==> src/rtl/dpi_call_serializer_if.sv <==
// Bundle of request/response and shared call-port signals for dpi_call_serializer.
// The slave side is the serializer itself; the master side holds the call
// sites and the foreign-call executor.
interface dpi_call_serializer_if #(
    parameter int NREQ  = 4,
    parameter int ARG_W = 32,
    parameter int RES_W = 32
);
    logic [NREQ-1:0]       req_valid;
    logic [NREQ*ARG_W-1:0] req_arg;
    logic [NREQ-1:0]       req_ready;
    logic [NREQ-1:0]       rsp_valid;
    logic [RES_W-1:0]      rsp_data;
    logic                  call_start;
    logic [ARG_W-1:0]      call_arg;
    logic                  call_done;
    logic [RES_W-1:0]      call_result;

    modport slave (
        input  req_valid, req_arg, call_done, call_result,
        output req_ready, rsp_valid, rsp_data, call_start, call_arg
    );

    modport master (
        output req_valid, req_arg, call_done, call_result,
        input  req_ready, rsp_valid, rsp_data, call_start, call_arg
    );
endinterface

==> src/rtl/dpi_call_serializer.sv <==
// Round-robin serializer sharing one non-reentrant foreign-call port between
// NREQ requesters. Only one call is ever in flight; the result goes back to
// the requester that issued it. Completions arriving outside WAIT are counted
// as spurious, and a call that never completes is aborted after TIMEOUT
// WAIT cycles with an all-ones result and a sticky error flag.
module dpi_call_serializer #(
    parameter int NREQ    = 4,
    parameter int ARG_W   = 32,
    parameter int RES_W   = 32,
    parameter int TIMEOUT = 255
) (
    input  logic                 clk,
    input  logic                 rst_n,
    dpi_call_serializer_if.slave bus,
    output logic                 busy,
    output logic [7:0]           spurious_cnt,
    output logic                 timeout_err
);
    localparam int ID_W = (NREQ > 1) ? $clog2(NREQ) : 1;

    typedef enum logic [1:0] {
        IDLE  = 2'd0,
        ISSUE = 2'd1,
        WAIT  = 2'd2,
        RESP  = 2'd3
    } state_t;

    state_t          state;
    state_t          state_next;
    logic [ID_W-1:0] ptr;
    logic [ID_W-1:0] id;
    logic [ID_W-1:0] winner;
    logic [ID_W:0]   idx_wide;
    logic            win_found;
    logic [ARG_W-1:0] win_arg;
    logic [ARG_W-1:0] arg_q;
    logic [RES_W-1:0] result_q;
    logic [15:0]     wait_cnt;
    logic            wait_expired;
    logic            accept;

    assign wait_expired = (wait_cnt == 16'(TIMEOUT - 1));
    assign accept       = (state == IDLE) && win_found;
    assign busy         = (state != IDLE);
    assign bus.call_arg = arg_q;
    assign bus.rsp_data = result_q;

    // Round-robin search for the first valid requester starting at ptr.
    always_comb begin
        winner    = '0;
        win_found = 1'b0;
        idx_wide  = '0;
        for (int k = 0; k < NREQ; k++) begin
            idx_wide = {1'b0, ptr} + (ID_W + 1)'(k);
            if (idx_wide >= (ID_W + 1)'(NREQ)) begin
                idx_wide = idx_wide - (ID_W + 1)'(NREQ);
            end
            if (!win_found && bus.req_valid[idx_wide[ID_W-1:0]]) begin
                win_found = 1'b1;
                winner    = idx_wide[ID_W-1:0];
            end
        end
    end

    // Select the winner's argument slice with constant part-selects.
    always_comb begin
        win_arg = '0;
        for (int i = 0; i < NREQ; i++) begin
            if (winner == ID_W'(i)) begin
                win_arg = bus.req_arg[i*ARG_W +: ARG_W];
            end
        end
    end

    // State register.
    always_ff @(posedge clk or negedge rst_n) begin
        if (!rst_n) begin
            state <= IDLE;
        end else begin
            state <= state_next;
        end
    end

    // Next-state and strobe outputs; ready is held low while reset is asserted.
    always_comb begin
        state_next     = state;
        bus.req_ready  = '0;
        bus.rsp_valid  = '0;
        bus.call_start = 1'b0;
        case (state)
            IDLE: begin
                if (win_found && rst_n) begin
                    bus.req_ready[winner] = 1'b1;
                    state_next            = ISSUE;
                end
            end
            ISSUE: begin
                bus.call_start = 1'b1;
                state_next     = WAIT;
            end
            WAIT: begin
                if (bus.call_done || wait_expired) begin
                    state_next = RESP;
                end
            end
            RESP: begin
                bus.rsp_valid[id] = 1'b1;
                state_next        = IDLE;
            end
            default: begin
                state_next = IDLE;
            end
        endcase
    end

    // Capture the granted requester and its argument at accept.
    always_ff @(posedge clk or negedge rst_n) begin
        if (!rst_n) begin
            id    <= '0;
            arg_q <= '0;
        end else if (accept) begin
            id    <= winner;
            arg_q <= win_arg;
        end
    end

    // Move the round-robin pointer past the requester just served.
    always_ff @(posedge clk or negedge rst_n) begin
        if (!rst_n) begin
            ptr <= '0;
        end else if (state == RESP) begin
            ptr <= (id == ID_W'(NREQ - 1)) ? '0 : id + ID_W'(1);
        end
    end

    // Count WAIT cycles; cleared whenever not waiting so each call starts at 0.
    always_ff @(posedge clk or negedge rst_n) begin
        if (!rst_n) begin
            wait_cnt <= '0;
        end else if (state == WAIT) begin
            wait_cnt <= wait_cnt + 16'd1;
        end else begin
            wait_cnt <= '0;
        end
    end

    // Latch the call result, or all-ones on timeout; completion wins a tie.
    always_ff @(posedge clk or negedge rst_n) begin
        if (!rst_n) begin
            result_q <= '0;
        end else if (state == WAIT) begin
            if (bus.call_done) begin
                result_q <= bus.call_result;
            end else if (wait_expired) begin
                result_q <= '1;
            end
        end
    end

    // Sticky timeout flag.
    always_ff @(posedge clk or negedge rst_n) begin
        if (!rst_n) begin
            timeout_err <= 1'b0;
        end else if ((state == WAIT) && !bus.call_done && wait_expired) begin
            timeout_err <= 1'b1;
        end
    end

    // Saturating count of completions seen outside WAIT.
    always_ff @(posedge clk or negedge rst_n) begin
        if (!rst_n) begin
            spurious_cnt <= '0;
        end else if (bus.call_done && (state != WAIT) && (spurious_cnt != 8'hFF)) begin
            spurious_cnt <= spurious_cnt + 8'd1;
        end
    end
endmodule

==> src/flat_wrapper.sv <==
// flat-port wrapper written by rule: the top's interface ports become plain ports
module dpi_call_serializer_flat 
#(
    parameter int NREQ    = 4,
    parameter int ARG_W   = 32,
    parameter int RES_W   = 32,
    parameter int TIMEOUT = 255
)
  (clk, rst_n, busy, spurious_cnt, timeout_err, bus_req_valid, bus_req_arg, bus_call_done, bus_call_result, bus_req_ready, bus_rsp_valid, bus_rsp_data, bus_call_start, bus_call_arg);
  dpi_call_serializer_if #(.NREQ(NREQ), .ARG_W(ARG_W), .RES_W(RES_W)) bus_i ();
  input  logic clk;
  input  logic rst_n;
  output logic busy;
  output logic [7:0] spurious_cnt;
  output logic timeout_err;
  input wire logic [$bits(bus_i.req_valid)-1:0] bus_req_valid;
  input wire logic [$bits(bus_i.req_arg)-1:0] bus_req_arg;
  input wire logic [$bits(bus_i.call_done)-1:0] bus_call_done;
  input wire logic [$bits(bus_i.call_result)-1:0] bus_call_result;
  output wire logic [$bits(bus_i.req_ready)-1:0] bus_req_ready;
  output wire logic [$bits(bus_i.rsp_valid)-1:0] bus_rsp_valid;
  output wire logic [$bits(bus_i.rsp_data)-1:0] bus_rsp_data;
  output wire logic [$bits(bus_i.call_start)-1:0] bus_call_start;
  output wire logic [$bits(bus_i.call_arg)-1:0] bus_call_arg;
  assign bus_i.req_valid = bus_req_valid;
  assign bus_i.req_arg = bus_req_arg;
  assign bus_i.call_done = bus_call_done;
  assign bus_i.call_result = bus_call_result;
  assign bus_req_ready = bus_i.req_ready;
  assign bus_rsp_valid = bus_i.rsp_valid;
  assign bus_rsp_data = bus_i.rsp_data;
  assign bus_call_start = bus_i.call_start;
  assign bus_call_arg = bus_i.call_arg;
  dpi_call_serializer #(.NREQ(NREQ), .ARG_W(ARG_W), .RES_W(RES_W), .TIMEOUT(TIMEOUT)) u_core (.clk(clk), .rst_n(rst_n), .bus(bus_i), .busy(busy), .spurious_cnt(spurious_cnt), .timeout_err(timeout_err));
endmodule
==> config.mk <==
export PLATFORM = sky130hd
export DESIGN_NAME = dpi_call_serializer_flat
export DESIGN_NICKNAME = d
export VERILOG_FILES = /design/src/rtl/dpi_call_serializer_if.sv /design/src/rtl/dpi_call_serializer.sv /design/src/flat_wrapper.sv
export SDC_FILE = /design/constraint.sdc
export NUM_CORES = 1
export LEC_CHECK = 0
export CAP_MARGIN = 15
export CORE_MARGIN = 3
export CORE_UTILIZATION = 43
export DETAILED_ROUTE_END_ITERATION = 10
export PLACE_DENSITY = 0.83
export REMOVE_ABC_BUFFERS = 1
export SETUP_SLACK_MARGIN = 0.2
export SYNTH_ARGS = -nofsm -noshare
export SYNTH_HDL_FRONTEND = slang
export SYNTH_SLANG_ARGS = --single-unit
==> constraint.sdc <==
create_clock -name clk -period 5.6 [get_ports clk]
set_input_delay 1.12 -clock clk [delete_from_list [all_inputs] [get_ports clk]]
set_output_delay 1.12 -clock clk [all_outputs]
set_load 0.05 [all_outputs]
---- Word level (Yosys, flattened, before mapping) ----
Index checks and enable logic that the tools add are counted.
word-level totals
  flip-flop bits (word level) ............. 95
  bits of input ports ..................... 167
cells by class
  order comparisons ....................... 12
  muxes and demuxes ....................... 39
  equality and inequality tests ........... 12
  add/subtract/negate cells ............... 10
  reduce and logical (&&, ||, !) cells .... 22
operators by type and width
  operator                                                           number
  two-way mux 32 bit                                                 6
  two-way mux 2 bit                                                  11
  < comparator 2 x 3 -> 1 bit, second input constant                 6
  adder 16 x 1 -> 16 bit, second input constant                      1
  == test 16 x 8 -> 1 bit, second input constant                     1
  two-way mux 16 bit                                                 1
  two-way mux 4 bit                                                  3
  logical AND 1 bit                                                  11
  two-way mux 1 bit                                                  11
  == test 2 bit, second input constant                               5
  greater-or-equal comparator 3 bit, second input constant           3
  adder 8 x 1 -> 8 bit, second input constant                        1
  binary-select mux 1 bit (select 2 bit)                             4
  != test 8 bit, second input constant                               1
  one-hot mux 2 bit (4 select lines)                                 1
  subtractor 2 x 1 -> 2 bit, second input constant                   4
  adder 2 x 2 -> 3 bit, second input constant                        2
  demux 1 bit (select 2 bit)                                         2
  == test 2 x 1 -> 1 bit, second input constant                      2
  greater-or-equal comparator 2 x 1 -> 1 bit, second input constant  2
  logical NOT 1 bit                                                  4
  logical NOT 2 bit                                                  2
  != test 2 bit, second input constant                               2
  AND reduction 2 bit                                                2
  other kinds (6)                                                    7

---- Depth between registers and ports, before layout ----
  depth in word-level cells ............... 20
  depth in mapped cells ................... 8
  mapped depth without buffers ............ 6

---- Worst setup path after synthesis ----
Ideal clock, no wire load.
  path kind ............................... input -> output
  start ................................... input bus_req_valid[1]
  end ..................................... output bus_req_ready[2]
  stages on the path ...................... 7
  data required time ...................... 4.480 ns
  path slack .............................. 1.357 ns
  arrival time ............................ 3.123 ns
  path through ............................ nor3b_1 > a211o_1 > o21ai_0 > nand2b_1 > buf_2 > buf_2 > nor3b_1
between the ends
  word-level cells in the longest chain between the ends .. 18
  elaborated cells between the ends (all ways) .. 30
  those cells by class .................... 2 x order compare; 20 x mux; 8 x reduce/logical
ends and longest elaborated chain
  element                                                                                                          RTL line                   source
  start: declaration                                                                                               flat_wrapper.sv:16         input wire logic [$bits(bus_i.req_valid)-1:0] bus_req_valid;
  binary-select mux 1 bit (select 2 bit)                                                                           dpi_call_serializer.sv:58  if (!win_found && bus.req_valid[idx_wide[ID_W-1:0]]) begin
  two-way mux 1 bit (not written as such)                                                                          dpi_call_serializer.sv:58
  two-way mux 1 bit                                                                                                dpi_call_serializer.sv:58
  logical NOT 1 bit                                                                                                dpi_call_serializer.sv:58
  logical AND 1 bit                                                                                                dpi_call_serializer.sv:58
  two-way mux 1 bit                                                                                                dpi_call_serializer.sv:58
  logical NOT 1 bit                                                                                                dpi_call_serializer.sv:58
  logical AND 1 bit                                                                                                dpi_call_serializer.sv:58
  (+2 left out)                                                                                                    n/a
  logical AND 1 bit                                                                                                dpi_call_serializer.sv:58
  two-way mux 2 bit                                                                                                dpi_call_serializer.sv:58
  < comparator 2 x 3 -> 1 bit (not written as such) or greater-or-equal comparator 2 x 1 -> 1 bit (tied branches)  dpi_call_serializer.sv:93  bus.req_ready[winner] = 1'b1;
  logical AND 1 bit (not written as such)                                                                          dpi_call_serializer.sv:93
  two-way mux 1 bit (not written as such)                                                                          dpi_call_serializer.sv:93
  demux 1 bit (select 2 bit)                                                                                       n/a
  two-way mux 4 bit *                                                                                              dpi_call_serializer.sv:92  if (win_found && rst_n) begin
  two-way mux 4 bit *                                                                                              dpi_call_serializer.sv:90  case (state)
  end: declaration                                                                                                 flat_wrapper.sv:20         output wire logic [$bits(bus_i.req_ready)-1:0] bus_req_ready;
Mark *: on every way between the ends. The rest lies on a longest branch, timed or not. The select of a mux whose other input is x is not followed.

---- Final worst setup path ----
  start ................................... input bus_req_valid[3]
  end ..................................... output bus_req_ready[0]
The elaborated chain is that of the path after synthesis.

==> reports/qor.csv <==
stage,metric,value,unit
place,place_congestion,0.872,
setup_path,cp_common_cell,clkdlybuf4s50_1,
setup_path,crit_path_top_delay_cell,clkdlybuf4s50_1,
die,die_y,112,um
setup_path,path_class,primary input to output port,
clock_network,holdBufCountCts,0,
yosys,ys_ff_latch,95,
grt,grt_pass1_vias,4480,
yosys,synth_area_per_cell,11.5,sq um
yosys,ys_types,40,
sta,post-route-period-util,0.808,
pwr,peakVddDrop,0.000443,V
setup_path,cp-end-kind,output port,
hold_path,min_path_cells,2,
routing,top_layer,met4,
place,numPortBuffers,249,
setup_path,worstPathCellList,"clkdlybuf4s50_1, nand2b_1, a211o_1, o21ai_0, nand3_1, a21oi_1, clkdlybuf4s50_1",
pwr,leakagePower,3.27,nW
sta,finalSetupTns,0,ns
clock_network,cts_tree,yes,
hold_path,hp-class,register to register,
setup_path,cp-startpoint,bus_req_valid[3],
die,floorplan.rows,37,
setup_path,reg2reg_to,u_core.bus.call_arg[6],
yosys,synth_top_area_frac,0.495,
clock_network,cts_inserted_buffers,9,
final_layout,fillers,826,
routing,drcViolationCount,0,
sta,rsz0062_at_grt,no,
routing,detail-route-antenna-nets,0,
setup_path,rrSetupSlack,3.08,ns
clock_network,cts.clk_slew.worst_paths,0.09,ns
routing,routed_via_density,5.38,
sta,slew_headroom,0.267,
routing,wl_per_cell,18.8,um
clock_network,ctsResizeCount,0,
final_layout,fin_area,0.00758,sq mm
yosys,syn_inst,417,
die,start_util,0.453,
routing,drt_first_iter_violations,200,
clock_network,post-cts-setup-buffers,0,
yosys,synth-main-ff-cell,dfrtp_1,
yosys,yosysTopAreaCell,dfrtp_1,
yosys,yosysMostFrequentCell,dfrtp_1,
yosys,synthArstFlopShare,1.00,
yosys,ys_warn_count,0,
routing,dr.pass1.iters,4,
yosys,synth_edf_count,0,
clock_network,cts_buffer_depth,2,
place,dp.cells,780,
hold_path,hp-start,u_core.bus.call_arg[30],
job,drv_cap,0,
die,io_pins,250,
clock_network,insertion_delay,0.37,ns
sta,drv_slew,0,
routing,wl_met3,1.50,mm
final_layout,drive_above_1_share,0.0499,
sta,hold_violations,0,
final_layout,stdcell_count,797,
die,die_area,0.0125,sq mm
setup_path,reg2reg_from,u_core.ptr[1],
yosys,synth_common_cells,"dfrtp_1, mux2i_1, nand2_1",
place,place_area,0.00735,sq mm
clock_network,htreeDepth,3,
routing,wl_met1,5.71,mm
grt,overflow,0,
grt,grt_pass1_wl,23.9,mm
yosys,yosysSeqAreaShare,0.495,
setup_path,startpoint_type,primary input,
sta,max_freq,221,MHz
place,dp_hpwl,11.4,mm
final_layout,nNetsFinal,834,
clock_network,numClockSinks,95,
routing,wl_met2,7.43,mm
sta,fin_skew,0.0110,ns
setup_path,cp_max_fo,5,
final_layout,synthToLayoutAreaGrowth,57.7,%
clock_network,cts_root_buf,clkbuf_8,
grt,antenna_found_initial,0,
setup_path,crit_required,4.48,ns
routing,drt_wl_total,15.0,mm
setup_path,cpPeakStageDelay,0.85,ns
run_status,status,finished clean,
grt,grt_max_degree,77,
pwr,p_per_area,556,mW/mm^2
final_layout,diodes,0,
hold_path,worstHoldEndpoint,u_core.bus.call_arg[30],
pwr,finalPower,4.21,mW
sta,worstMarginPinSlew,1.10,ns
sta,fin_crit,4.53,ns
routing,routed-via-count,4291,
sta,finalSetupViolCount,0,
setup_path,arrival,3.41,ns
die,die_width,112,um
grt,grt_use_total,0.238,
final_layout,fin_util,0.715,
yosys,synthTopCellsByArea,"dfrtp_1, mux2i_1, o221ai_1",
setup_path,r2r_cells,6,
die,core-area,0.0106,sq mm
yosys,synthesis.area,0.00480,sq mm
## how the worst max path moves through the flow
stage                       end  cells after the start  slack [ns]
2_1_floorplan  bus_req_ready[3]                      4       -0.24
3_3_place_gp   bus_req_ready[0]                      7        1.17
3_5_place_dp   bus_req_ready[0]                      7        1.12
4_1_cts        bus_req_ready[0]                      7        1.12
5_1_grt        bus_req_ready[0]                      7        0.96
6_report       bus_req_ready[0]                      7        1.07
## through the flow
step,setup WS [ns],hold WS (ns)
2_1_floorplan,-0.242,0.486
3_3_place_gp,1.17,0.466
3_5_place_dp,1.12,0.474
4_1_cts,1.12,0.494
5_1_grt,0.963,0.501
6_report,1.07,0.492
## report_power, final
group,internal (mW),switching [mW],total (mW)
Clock,0.220,0.246,0.467
Sequential,0.967,0.185,1.15
Combinational,0.976,1.62,2.59
Total,2.16,2.05,4.21
## worst max-delay path, delay by kind of cell
family	cells	cell delay [ns]
buffers and inverters	2	1.34
AOI/OAI and AO/OA	3	0.59
and+or+nand+nor	2	0.35
## cell families (layout without fill, tap and decap cells)
group	count (synthesis)	in the layout	synth area share
xor+xnor	20	20	0.0365
buf+inv	35	279	0.0396
mux	69	69	0.145
flops	95	95	0.495
simple gates	107	107	0.113
fa+ha+maj	11	11	0.0286
compound gates	80	80	0.143
## final cells by class
class,instances,area [sq um],area share
flip-flops and latches,95,2380,0.314
multi-input cells,287,2240,0.296
well taps,136,170,0.0225
clock buffers,10,138,0.0182
clock inverters,6,65.1,0.00859
repair buffers,254,2550,0.336
inverters,9,33.8,0.00446
## per-layer routing
metal  up-vias  GRT usage
met5         -          0
met4         0     0.0641
met3        21     0.0913
met2       201      0.414
met1      2056      0.273
li1       2013          -
## flip-flops by register name, indices dropped and copies added, names as in the netlist
signal               count
u_core.bus.call_arg     32
u_core.bus.rsp_data     32
u_core.wait_cnt         16
u_core.spurious_cnt      8
u_core.id                2
u_core.ptr               2
u_core.state             2
u_core.timeout_err       1
## placed cells by master, fill, tap and decap left out, drive strengths merged, types with 3 or more instances in the layout
master	count
a21oi	3
and2	17
and3	3
buf	6
clkbuf	10
clkdlybuf4s50	248
dfrtp	95
ha	11
inv	11
mux2	4
mux2i	65
nand2	44
nand2b	4
nand3	9
nand4	6
nor2	10
nor3	3
nor4	3
o21ai	5
o221ai	32
o22a	32
xnor2	14
xor2	6
No activity file was read; power rests on OpenSTA's default activity.
